### config.mk
export PLATFORM = sky130hd
export DESIGN_NAME = mem_arb
export DESIGN_NICKNAME = d
export VERILOG_FILES = /design/src/rtl/mem_arb_pkg.sv /design/src/rtl/arb2_pick.sv /design/src/rtl/mem_arb.sv
export SDC_FILE = /design/constraint.sdc
export NUM_CORES = 1
export LEC_CHECK = 0
export BUFFER_PORTS_ARGS = -buffer_cell sky130_fd_sc_hd__buf_4
export CAP_MARGIN = 30
export CORE_UTILIZATION = 45
export DETAILED_ROUTE_END_ITERATION = 8
export GPL_TIMING_DRIVEN = 0
export PLACE_DENSITY = 0.86
export SYNTH_ARGS = -nofsm -noshare
export SYNTH_HDL_FRONTEND = slang
export SYNTH_SLANG_ARGS = --single-unit
### constraint.sdc
create_clock -name clk -period 2.6 [get_ports clk]
set_clock_uncertainty 0.2 [all_clocks]
set_input_delay 0.52 -clock clk [delete_from_list [all_inputs] [get_ports clk]]
set_output_delay 0.52 -clock clk [all_outputs]
set_load 0.02 [all_outputs]
### src/rtl/mem_arb_pkg.sv
// Shared types for the two-port memory arbiter: FSM state encoding, port IDs.
package mem_arb_pkg;

   typedef enum logic [1:0] {
      IDLE = 2'd0,
      OWN0 = 2'd1,
      OWN1 = 2'd2
   } state_t;

   localparam logic PORT_CORE = 1'b0;
   localparam logic PORT_HOST = 1'b1;

   // Ownership state that corresponds to a port ID.
   function automatic state_t own_state(input logic port);
      return port ? OWN1 : OWN0;
   endfunction

endpackage

### src/rtl/arb2_pick.sv
// Two-way tie-break for mem_arb. Build option MEM_ARB_RR_EN selects
// round-robin (last-grant register, port 0 wins the first tie after reset);
// otherwise port 0 always wins and no state is kept.
module arb2_pick
   import mem_arb_pkg::*;
(
   input  logic clk,
   input  logic rst,
   input  logic i_upd,
   input  logic i_upd_port,
   output logic o_pick
);

`ifdef MEM_ARB_RR_EN
   logic r_last;

   // Remember which port received the most recent grant.
   always_ff @(posedge clk or negedge rst) begin
      if (!rst) begin
         r_last <= PORT_HOST;
      end else if (i_upd) begin
         r_last <= i_upd_port;
      end
   end

   assign o_pick = ~r_last;
`else
   logic w_unused;

   assign w_unused = ^{clk, rst, i_upd, i_upd_port};
   assign o_pick   = PORT_CORE;
`endif

endmodule

### src/rtl/mem_arb.sv
// Two-port (core / host loader) arbiter in front of a single-port
// synchronous-read memory, with lock-based ownership and a burst cap.
// Optional feature: define MEM_ARB_RR_EN for round-robin tie-break.
module mem_arb
   import mem_arb_pkg::*;
#(
   parameter int unsigned WIDTH     = 32,
   parameter int unsigned AW        = 12,
   parameter int unsigned MAX_BURST = 16
)(
   input  logic             clk,
   input  logic             rst,
   input  logic             req_0,
   input  logic             lock_0,
   input  logic             we_0,
   input  logic [AW-1:0]    addr_0,
   input  logic [WIDTH-1:0] wdata_0,
   output logic             gnt_0,
   output logic             rvalid_0,
   output logic [WIDTH-1:0] rdata_0,
   input  logic             req_1,
   input  logic             lock_1,
   input  logic             we_1,
   input  logic [AW-1:0]    addr_1,
   input  logic [WIDTH-1:0] wdata_1,
   output logic             gnt_1,
   output logic             rvalid_1,
   output logic [WIDTH-1:0] rdata_1,
   output logic [AW-1:0]    mem_addr,
   output logic [WIDTH-1:0] mem_in,
   output logic             mem_we,
   input  logic [WIDTH-1:0] mem_out
);

   localparam int unsigned   CW        = $clog2(MAX_BURST + 1);
   localparam logic [CW-1:0] BURST_CAP = CW'(MAX_BURST);

   state_t           r_state;
   state_t           w_next;
   logic [CW-1:0]    r_cnt;
   logic [CW-1:0]    w_cnt_next;
   logic [1:0]       w_req;
   logic [1:0]       w_lock;
   logic [1:0]       w_gnt;
   logic             w_own;
   logic             w_other;
   logic             w_free;
   logic             w_win;
   logic             w_pick;
   logic             w_any;
   logic [AW-1:0]    w_addr;
   logic [WIDTH-1:0] w_wdata;
   logic [AW-1:0]    r_mem_addr;
   logic [WIDTH-1:0] r_mem_in;
   logic             r_rvalid_0;
   logic             r_rvalid_1;
   logic [WIDTH-1:0] r_rdata_0;
   logic [WIDTH-1:0] r_rdata_1;

   assign w_req   = {req_1, req_0};
   assign w_lock  = {lock_1, lock_0};
   assign w_own   = (r_state == OWN1);
   assign w_other = ~w_own;
   // Arbitrate with IDLE rules when nobody owns, or the owner just dropped lock.
   assign w_free  = (r_state == IDLE) || !w_lock[w_own];
   assign w_win   = (&w_req) ? w_pick : req_1;

   arb2_pick u_pick (
      .clk        (clk),
      .rst        (rst),
      .i_upd      (w_any),
      .i_upd_port (gnt_1),
      .o_pick     (w_pick)
   );

   // Grant decision, next ownership state and burst count.
   always_comb begin
      w_gnt      = 2'b00;
      w_next     = r_state;
      w_cnt_next = r_cnt;
      if (w_free) begin
         w_next     = IDLE;
         w_cnt_next = '0;
         if (|w_req) begin
            w_gnt[w_win] = 1'b1;
            if (w_lock[w_win]) begin
               w_next     = own_state(w_win);
               w_cnt_next = CW'(1);
            end
         end
      end else if ((r_cnt >= BURST_CAP) && w_req[w_other]) begin
         // Burst cap reached while the other port waits: hand over now.
         w_gnt[w_other] = 1'b1;
         if (w_lock[w_other]) begin
            w_next     = own_state(w_other);
            w_cnt_next = CW'(1);
         end else begin
            w_next     = IDLE;
            w_cnt_next = '0;
         end
      end else if (w_req[w_own]) begin
         w_gnt[w_own] = 1'b1;
         if (r_cnt < BURST_CAP) begin
            w_cnt_next = r_cnt + CW'(1);
         end
      end
   end

   // Ownership state register.
   always_ff @(posedge clk or negedge rst) begin
      if (!rst) begin
         r_state <= IDLE;
         r_cnt   <= '0;
      end else begin
         r_state <= w_next;
         r_cnt   <= w_cnt_next;
      end
   end

   assign gnt_0   = rst & w_gnt[0];
   assign gnt_1   = rst & w_gnt[1];
   assign w_any   = gnt_0 | gnt_1;
   assign w_addr  = gnt_1 ? addr_1  : addr_0;
   assign w_wdata = gnt_1 ? wdata_1 : wdata_0;

   assign mem_addr = w_any ? w_addr  : r_mem_addr;
   assign mem_in   = w_any ? w_wdata : r_mem_in;
   assign mem_we   = (gnt_0 & we_0) | (gnt_1 & we_1);

   // Hold the last presented address/data while no port is granted.
   always_ff @(posedge clk or negedge rst) begin
      if (!rst) begin
         r_mem_addr <= '0;
         r_mem_in   <= '0;
      end else if (w_any) begin
         r_mem_addr <= w_addr;
         r_mem_in   <= w_wdata;
      end
   end

   // Read return tracking and per-port read data hold.
   always_ff @(posedge clk or negedge rst) begin
      if (!rst) begin
         r_rvalid_0 <= 1'b0;
         r_rvalid_1 <= 1'b0;
         r_rdata_0  <= '0;
         r_rdata_1  <= '0;
      end else begin
         r_rvalid_0 <= gnt_0 & ~we_0;
         r_rvalid_1 <= gnt_1 & ~we_1;
         if (r_rvalid_0) r_rdata_0 <= mem_out;
         if (r_rvalid_1) r_rdata_1 <= mem_out;
      end
   end

   assign rvalid_0 = r_rvalid_0;
   assign rvalid_1 = r_rvalid_1;
   assign rdata_0  = r_rvalid_0 ? mem_out : r_rdata_0;
   assign rdata_1  = r_rvalid_1 ? mem_out : r_rdata_1;

endmodule

==> flow_summary_export.csv, run 1 <==
group,metric,value,unit
status,run_status,"complete, but fails checks",
status,violations,"setup timing",
synth,synth_nets,573,
die,rows,37,
drt,vias,4991,
flow_run,maxCapViolCount,0,
power_and_ir_drop,switchingPower,2.33,mW
die,num_io_pins,241,
drt,drt_wl_total,18300,microns
power_and_ir_drop,seqPwrFrac,32.5,%
layout,fin_nets,917,
drt,wl_per_cell,19.5,microns
worst_setup_path,crit_fanout,7,
drt,wl_met1,6770,microns
synth,yosysSeqAreaShare,59.0,%
clocking,clkLatencyLatePin,0.50,ns
synth,synth.avg_cell_area,11.2,sq um
worst_setup_path,cp_common_cell,"buf_6",
synth,ys_ff_latch,117,
layout,layout.cells.non_filler,936,
power_and_ir_drop,p_total,7.22,mW
worst_setup_path,required,1.88,ns
worst_setup_path,r2r_slack,0.15,ns
timing,slew_viol_final,0,
die,core-area,0.0105,sq mm
timing,tns,-20.07,ns
synth,synth_edf_count,0,
worst_setup_path,worstPathArrival,2.41,ns
place,portBuffers,239,
clocking,numCtsBuffers,17,
synth,synth_flop_cell,"dfrtp_1",
die,die_h,107,microns
grt,grt_pass1_wl,26400,microns
drt,drc_errors,0,
timing,fmax,0.320,GHz
place,dp_cells,819,
synth,synthTopCellsByArea,"dfrtp_1 59%, mux2_2 15%, a21oi_1 9.4%, nand2_1 3.8%, nor2_1 3.6%",
synth,yosysTopAreaCellShare,59.0,%
timing,finalCritPeriodShare,120,%
worst_setup_path,crit_path_max_incr_delay,0.42,ns
drt,wl_met3,1210,microns
grt,grt_pass1_vias,5075,
timing,setup_viol,47,
clocking,clockRootBuffer,"clkbuf_8",
worst_setup_path,start_kind,"flop",
power_and_ir_drop,p_sw_share,32.3,%
layout,drive_above_1_share,65.0,%
power_and_ir_drop,combPwrFrac,36.7,%
timing,rsz0062_at_grt,"yes",
drt,drtIter0Drc,298,
clocking,clk_path_buf_depth,2,
die,start_util,47.2,%
power_and_ir_drop,power_frac_clock,30.7,%
worst_setup_path,critPathCaptureType,"primary output",
power_and_ir_drop,vdd_drop_max,494,uV
clocking,clk_pin_slew_worst_paths,0.06,ns
clocking,clkSinkCount,117,
clocking,cts_tree,"done",
timing,relSlewSlack,80.8,%
drt,wl_met2,9860,microns
timing,fin_hold_ws,0.0781,ns
place,hpwl,10900,microns
power_and_ir_drop,internal_power,4.89,mW
die,die-area,0.0115,sq mm
timing,fin_ws,-0.525,ns
worst_hold_path,hold_path_class,"input pin to flop",
layout,area_growth,76.4,%
grt,grt.overflow.total,0,
grt,antenna_found_initial,0,
drt,via_per_inst,5.33,
timing,worstMarginPinSlew,0.289,ns
synth,synth_area,0.00496,sq mm
place,gp_congestion,0.834,
worst_setup_path,cp_slowest_cell,"dfrtp_2",
synth,async_flop_share,100,%
power_and_ir_drop,p_per_area,824,mW/mm^2
layout,n_antenna_cell,0,
timing,period_needed,3.13,ns
synth,synth_cell_types,34,
layout,fillers,549,
synth,synth_area_leader_cell,"dfrtp_1",
worst_setup_path,critPathKind,"flop to primary output",
die,die_w,107,microns
worst_setup_path,path_cells,"nand4bb_4, a311o_1, buf_6, clkinv_8, buf_8, buf_4, a21oi_4, a21oi_2, buf_6",
drt,dr.max_layer_used,"met4",
timing,hold_viol_final,0,
drt,drt_first_pass_iters,4,
clocking,cts_max_level,4,
grt,grt_use_total,30.6,%
drt,ant_nets,0,
grt,grt_start_max_net_pins,48,
synth,yosysWarnings,0,
synth,synth_cells,443,
power_and_ir_drop,power.leakage,4.21,nW
[layout by cell type (no fill, tap or decap), types with 2 or more instances in the layout]
cell type	n
nand2b_1	2
clkinv_2	5
nor2b_1	2
dlygate4sd3_1	4
mux2_2	65
ha_1	2
nor2_1	39
dfrtp_1	114
bufinv_16	2
o2bb2ai_1	2
clkbuf_8	2
nand2_1	50
buf_16	2
buf_12	4
buf_2	2
a21oi_4	8
dfrtp_2	3
nand3_1	2
clkbuf_2	4
buf_8	3
clkbuf_4	6
o21ai_0	7
or3_1	2
clkinvlp_4	4
buf_4	303
buf_6	23
nor2_2	7
mux2i_1	3
clkbuf_16	16
clkinv_4	2
inv_1	6
a21oi_2	49
a21oi_1	36
[cells by family after synthesis]
family,synth area share (%)
flip-flops,59.0
buffers and inverters,3.66
XOR/XNOR,0.176
AND/OR/NAND/NOR,9.60
adder cells (fa/ha/maj),0.504
AO/OA/AOI/OAI,11.7
multiplexers,15.4
[synthesized netlist by cell type, drive strengths merged, types with 2 or more instances]
| cell type | n |
|---|---|
| nand3 | 2 |
| o21ai | 8 |
| mux2i | 3 |
| nand2 | 50 |
| nand4 | 2 |
| inv | 7 |
| nor2 | 47 |
| o2bb2ai | 2 |
| nor2b | 2 |
| nand2b | 2 |
| dfrtp | 117 |
| ha | 2 |
| a21oi | 93 |
| clkbuf | 10 |
| buf | 17 |
| or3 | 2 |
| mux2 | 65 |
[final timing paths]
check                                         from  depth (start not counted)                      end
max in group asynchronous                      rst                          3     r_cnt[4]$_DFFE_PN0P_
min reg2reg                r_rdata_1[22]$_DFF_PN0_                          1  r_rdata_1[22]$_DFF_PN0_
max                           r_cnt[4]$_DFFE_PN0P_                          9                mem_in[3]
min in group asynchronous                      rst                          4  r_rdata_1[10]$_DFF_PN0_
max reg2reg                 r_state[1]$_DFFE_PN0P_                         13    r_mem_in[0]$_DFF_PN0_
min                                    mem_out[22]                          2  r_rdata_1[22]$_DFF_PN0_
[state kept, by name, indices dropped and copies added (netlist names)]
signal,flops
r_mem_in,32
r_rdata_0,32
r_rdata_1,32
r_mem_addr,12
r_cnt,5
r_state,2
rvalid_0,1
rvalid_1,1
[cell type report]
type | count | area (sq um) | share of cell area, %
Buffer | 25 | 215 | 2.46
Clock buffer | 19 | 432 | 4.93
Clock inverter | 13 | 133 | 1.52
Inverter | 8 | 47.5 | 0.543
Multi-Input combinational cell | 291 | 2180 | 24.9
Sequential cell | 117 | 2930 | 33.5
Tap cell | 136 | 170 | 1.94
Timing Repair Buffer | 327 | 2650 | 30.2
[metrics by stage]
stage | cell area, sq um | setup slack (ns) | util [%]
floorplan | 4960 | 0.0519 | -
global placement | 6930 | -1.57 | 65.9
detailed placement | 6960 | -1.12 | 66.2
CTS | 8440 | -0.496 | 80.3
global route | 8750 | -0.590 | 83.3
finish | 8750 | -0.525 | 83.3
[repair_timing]
| action | 4_1_cts | 5_1_grt |
|---|---|---|
| setup endpoints to repair | 109 | 49 |
| hold buffers | 6 | 0 |
| hold endpoints to repair | 83 | 0 |
| pin swaps | 48 | 20 |
| gates resized for setup | 90 | 55 |
| gates cloned | 2 | 0 |
| buffers inserted | 63 | 19 |
[worst max-delay path: cells and delay by family (launching register included)]
family | cells | cell delay (ns)
compound gates | 3 | 0.60
buf+inv | 5 | 0.64
flops | 1 | 0.42
simple gates | 1 | 0.24
[layer usage]
layer | up-vias | global-route usage [%]
met1 | 2499 | 34.3
met5 | - | 0
met3 | 38 | 7.60
met4 | 0 | 13.7
li1 | 2209 | -
met2 | 245 | 54.8
[power by group through the flow]
| stage | Combinational [mW] | Clock [mW] | Sequential (mW) |
|---|---|---|---|
| 6_report | 2.65 | 2.22 | 2.35 |
| 5_1_grt | 2.78 | 2.34 | 2.38 |
| 4_1_cts | 2.46 | 2.24 | 2.34 |
| 3_5_place_dp | 2.09 | 0 | 2.36 |
| 3_3_place_gp | 2.03 | 0 | 2.32 |
| 2_1_floorplan | 1.13 | 0 | 2.31 |
Power figures use the tool's default switching activity.
==> run 2: changes to the inputs <==
--- a/config.mk
+++ b/config.mk
@@ -9,7 +9,7 @@
 export CAP_MARGIN = 30
 export CORE_UTILIZATION = 45
 export DETAILED_ROUTE_END_ITERATION = 8
-export GPL_TIMING_DRIVEN = 0
+export GPL_TIMING_DRIVEN = 1
 export PLACE_DENSITY = 0.86
 export SYNTH_ARGS = -nofsm -noshare
 export SYNTH_HDL_FRONTEND = slang
==> flow_summary_export.csv, run 2 (synthesis results as in run 1) <==
group,metric,value,unit
drt,drt_first_pass_iters,5,
grt,grt_use_total,28.4,%
place,hpwl,10700,microns
worst_setup_path,critPathCaptureType,"primary output",
layout,drive_above_1_share,59.8,%
worst_setup_path,worstPathArrival,2.25,ns
power_and_ir_drop,power.leakage,4.00,nW
power_and_ir_drop,vdd_drop_max,719,uV
grt,antenna_found_initial,0,
timing,slew_viol_final,0,
layout,fin_util,79.1,%
layout,multi_input_area,0.00207,sq mm
power_and_ir_drop,p_per_area,884,mW/mm^2
drt,drc_errors,0,
layout,largestRegisters,"r_mem_in x32, r_rdata_0 x32, r_rdata_1 x32",
worst_setup_path,required,1.88,ns
timing,fin_hold_ws,0.0616,ns
die,num_io_pins,241,
timing,hold_viol_final,0,
die,rows,37,
layout,fin_nets,868,
worst_setup_path,r2r_cells,8,
clocking,cts_tree,"done",
place,portBuffers,240,
drt,dr.max_layer_used,"met4",
layout,fillers,599,
grt,grt_pass1_vias,4859,
clocking,clkLatencyLatePin,0.51,ns
timing,worstMarginPinSlew,0.879,ns
worst_setup_path,crit_end,"mem_in[10]",
layout,register_area,0.00293,sq mm
layout,layout.cells.non_filler,887,
grt,grt.overflow.total,0,
worst_setup_path,r2r_slack,0.55,ns
place,dp_cells,823,
place,gp_congestion,0.781,
grt,grt_start_max_net_pins,73,
clocking,clockRootBuffer,"clkbuf_8",
clocking,numCtsBuffers,17,
drt,via_per_inst,5.29,
die,die_h,107,microns
layout,most-common-layout-cells,"265 x buf_4, 117 x dfrtp_1, 65 x mux2_2",
worst_setup_path,regToRegEndpoint,"r_mem_in[17]$_DFF_PN0_",
timing,period_needed,2.97,ns
worst_setup_path,crit_fanout,22,
worst_hold_path,min_delay_path_depth,2,
layout,layout_commonest_cell,"buf_4",
drt,drt_wl_total,17000,microns
layout,n_antenna_cell,0,
timing,relSlewSlack,41.4,%
drt,wl_met3,1230,microns
timing,finalCritPeriodShare,114,%
timing,fmax,0.337,GHz
worst_hold_path,hold_path_class,"input pin to flop",
flow_run,maxCapViolCount,0,
grt,grt_pass1_wl,24400,microns
clocking,clk_pin_slew_worst_paths,0.06,ns
clocking,cts_max_level,4,
timing,setup_viol,46,
timing,rsz0062_at_grt,"yes",
worst_setup_path,worstSetupStartpoint,"r_cnt[4]$_DFFE_PN0P_",
drt,drtIter0Drc,234,
worst_setup_path,critPathKind,"flop to primary output",
drt,vias,4688,
timing,fin_ws,-0.370,ns
worst_hold_path,worstHoldStart,"mem_out[25]",
worst_setup_path,r2r-start,"r_cnt[4]$_DFFE_PN0P_",
status,run_status,"complete, but fails checks",
layout,area_growth,67.4,%
die,die-area,0.0115,sq mm
die,start_util,47.2,%
clocking,clkSinkCount,117,
die,die_w,107,microns
worst_setup_path,start_kind,"flop",
drt,wl_met2,9140,microns
clocking,clk_path_buf_depth,2,
drt,ant_nets,0,
drt,wl_met1,6220,microns
drt,wl_per_cell,19.2,microns
status,violations,"setup timing",
power_and_ir_drop,p_total,7.35,mW
die,core-area,0.0105,sq mm
-- run 2: changes by cell type in the layout (fill, tap and decap cells not counted), sizes merged --
cell         change
dlygate4sd3      -1
clkbuf           -9
inv              +1
buf             -37
bufbuf           -1
clkinv           -1
bufinv           +3
clkinvlp         -4
-- run 2: report_power, final --
part           switching [mW]  internal, mW
sequential              0.134          2.21
clock                   0.837          1.71
combinational            1.29          1.17
-- run 2: worst min-delay path by stage --
stage	to
floorplan	r_cnt[0]$_DFFE_PN0P_
global placement	r_rdata_1[29]$_DFF_PN0_
global route	r_rdata_1[8]$_DFF_PN0_
CTS	r_rdata_0[8]$_DFF_PN0_
finish	r_rdata_1[25]$_DFF_PN0_
detailed placement	r_rdata_1[27]$_DFF_PN0_
-- run 2: per-stage QoR --
stage / setup slack, ns / TNS (ns) / area [sq um]
after floorplan: 0.0519 / 0 / 4960
after global placement: 0.0182 / 0 / 7090
after detailed placement: -0.0175 / -0.0343 / 7090
after CTS: -0.352 / -14.58 / 8060
after global routing: -0.440 / -17.85 / 8310
final: -0.370 / -14.15 / 8310
-- run 2: repair_timing --
action                                 CTS  global route
gates resized for setup                 34            49
hold buffers                             3             0
setup endpoints to repair               47            47
endpoints found under the hold margin   47             0
buffers inserted                        22             7
pin swaps                               36             8
-- run 2: worst max-delay path: stages, from the launching register on --
cell,delay (ns)
dfrtp_1,0.39
buf_6,0.12
and3b_1,0.17
a311o_2,0.36
clkinv_4,0.10
buf_12,0.16
a21oi_1,0.06
a21oi_1,0.20
buf_4,0.18
-- run 2: metal layers --
metal  track usage [%]  up-vias
met1              30.2     2307
li1                  -     2108
met5                 0        -
met3              8.09       40
met2              52.7      233
met4              11.1        0
-- run 2: area by class of cell --
cell class | count | share of cell area, %
inverter | 8 | 0.452
sequential | 117 | 35.2
tap | 136 | 2.05
multi-input combinational | 291 | 24.9
timing repair buffer | 303 | 29.6
clock buffer | 20 | 5.36
clock inverter | 12 | 2.41
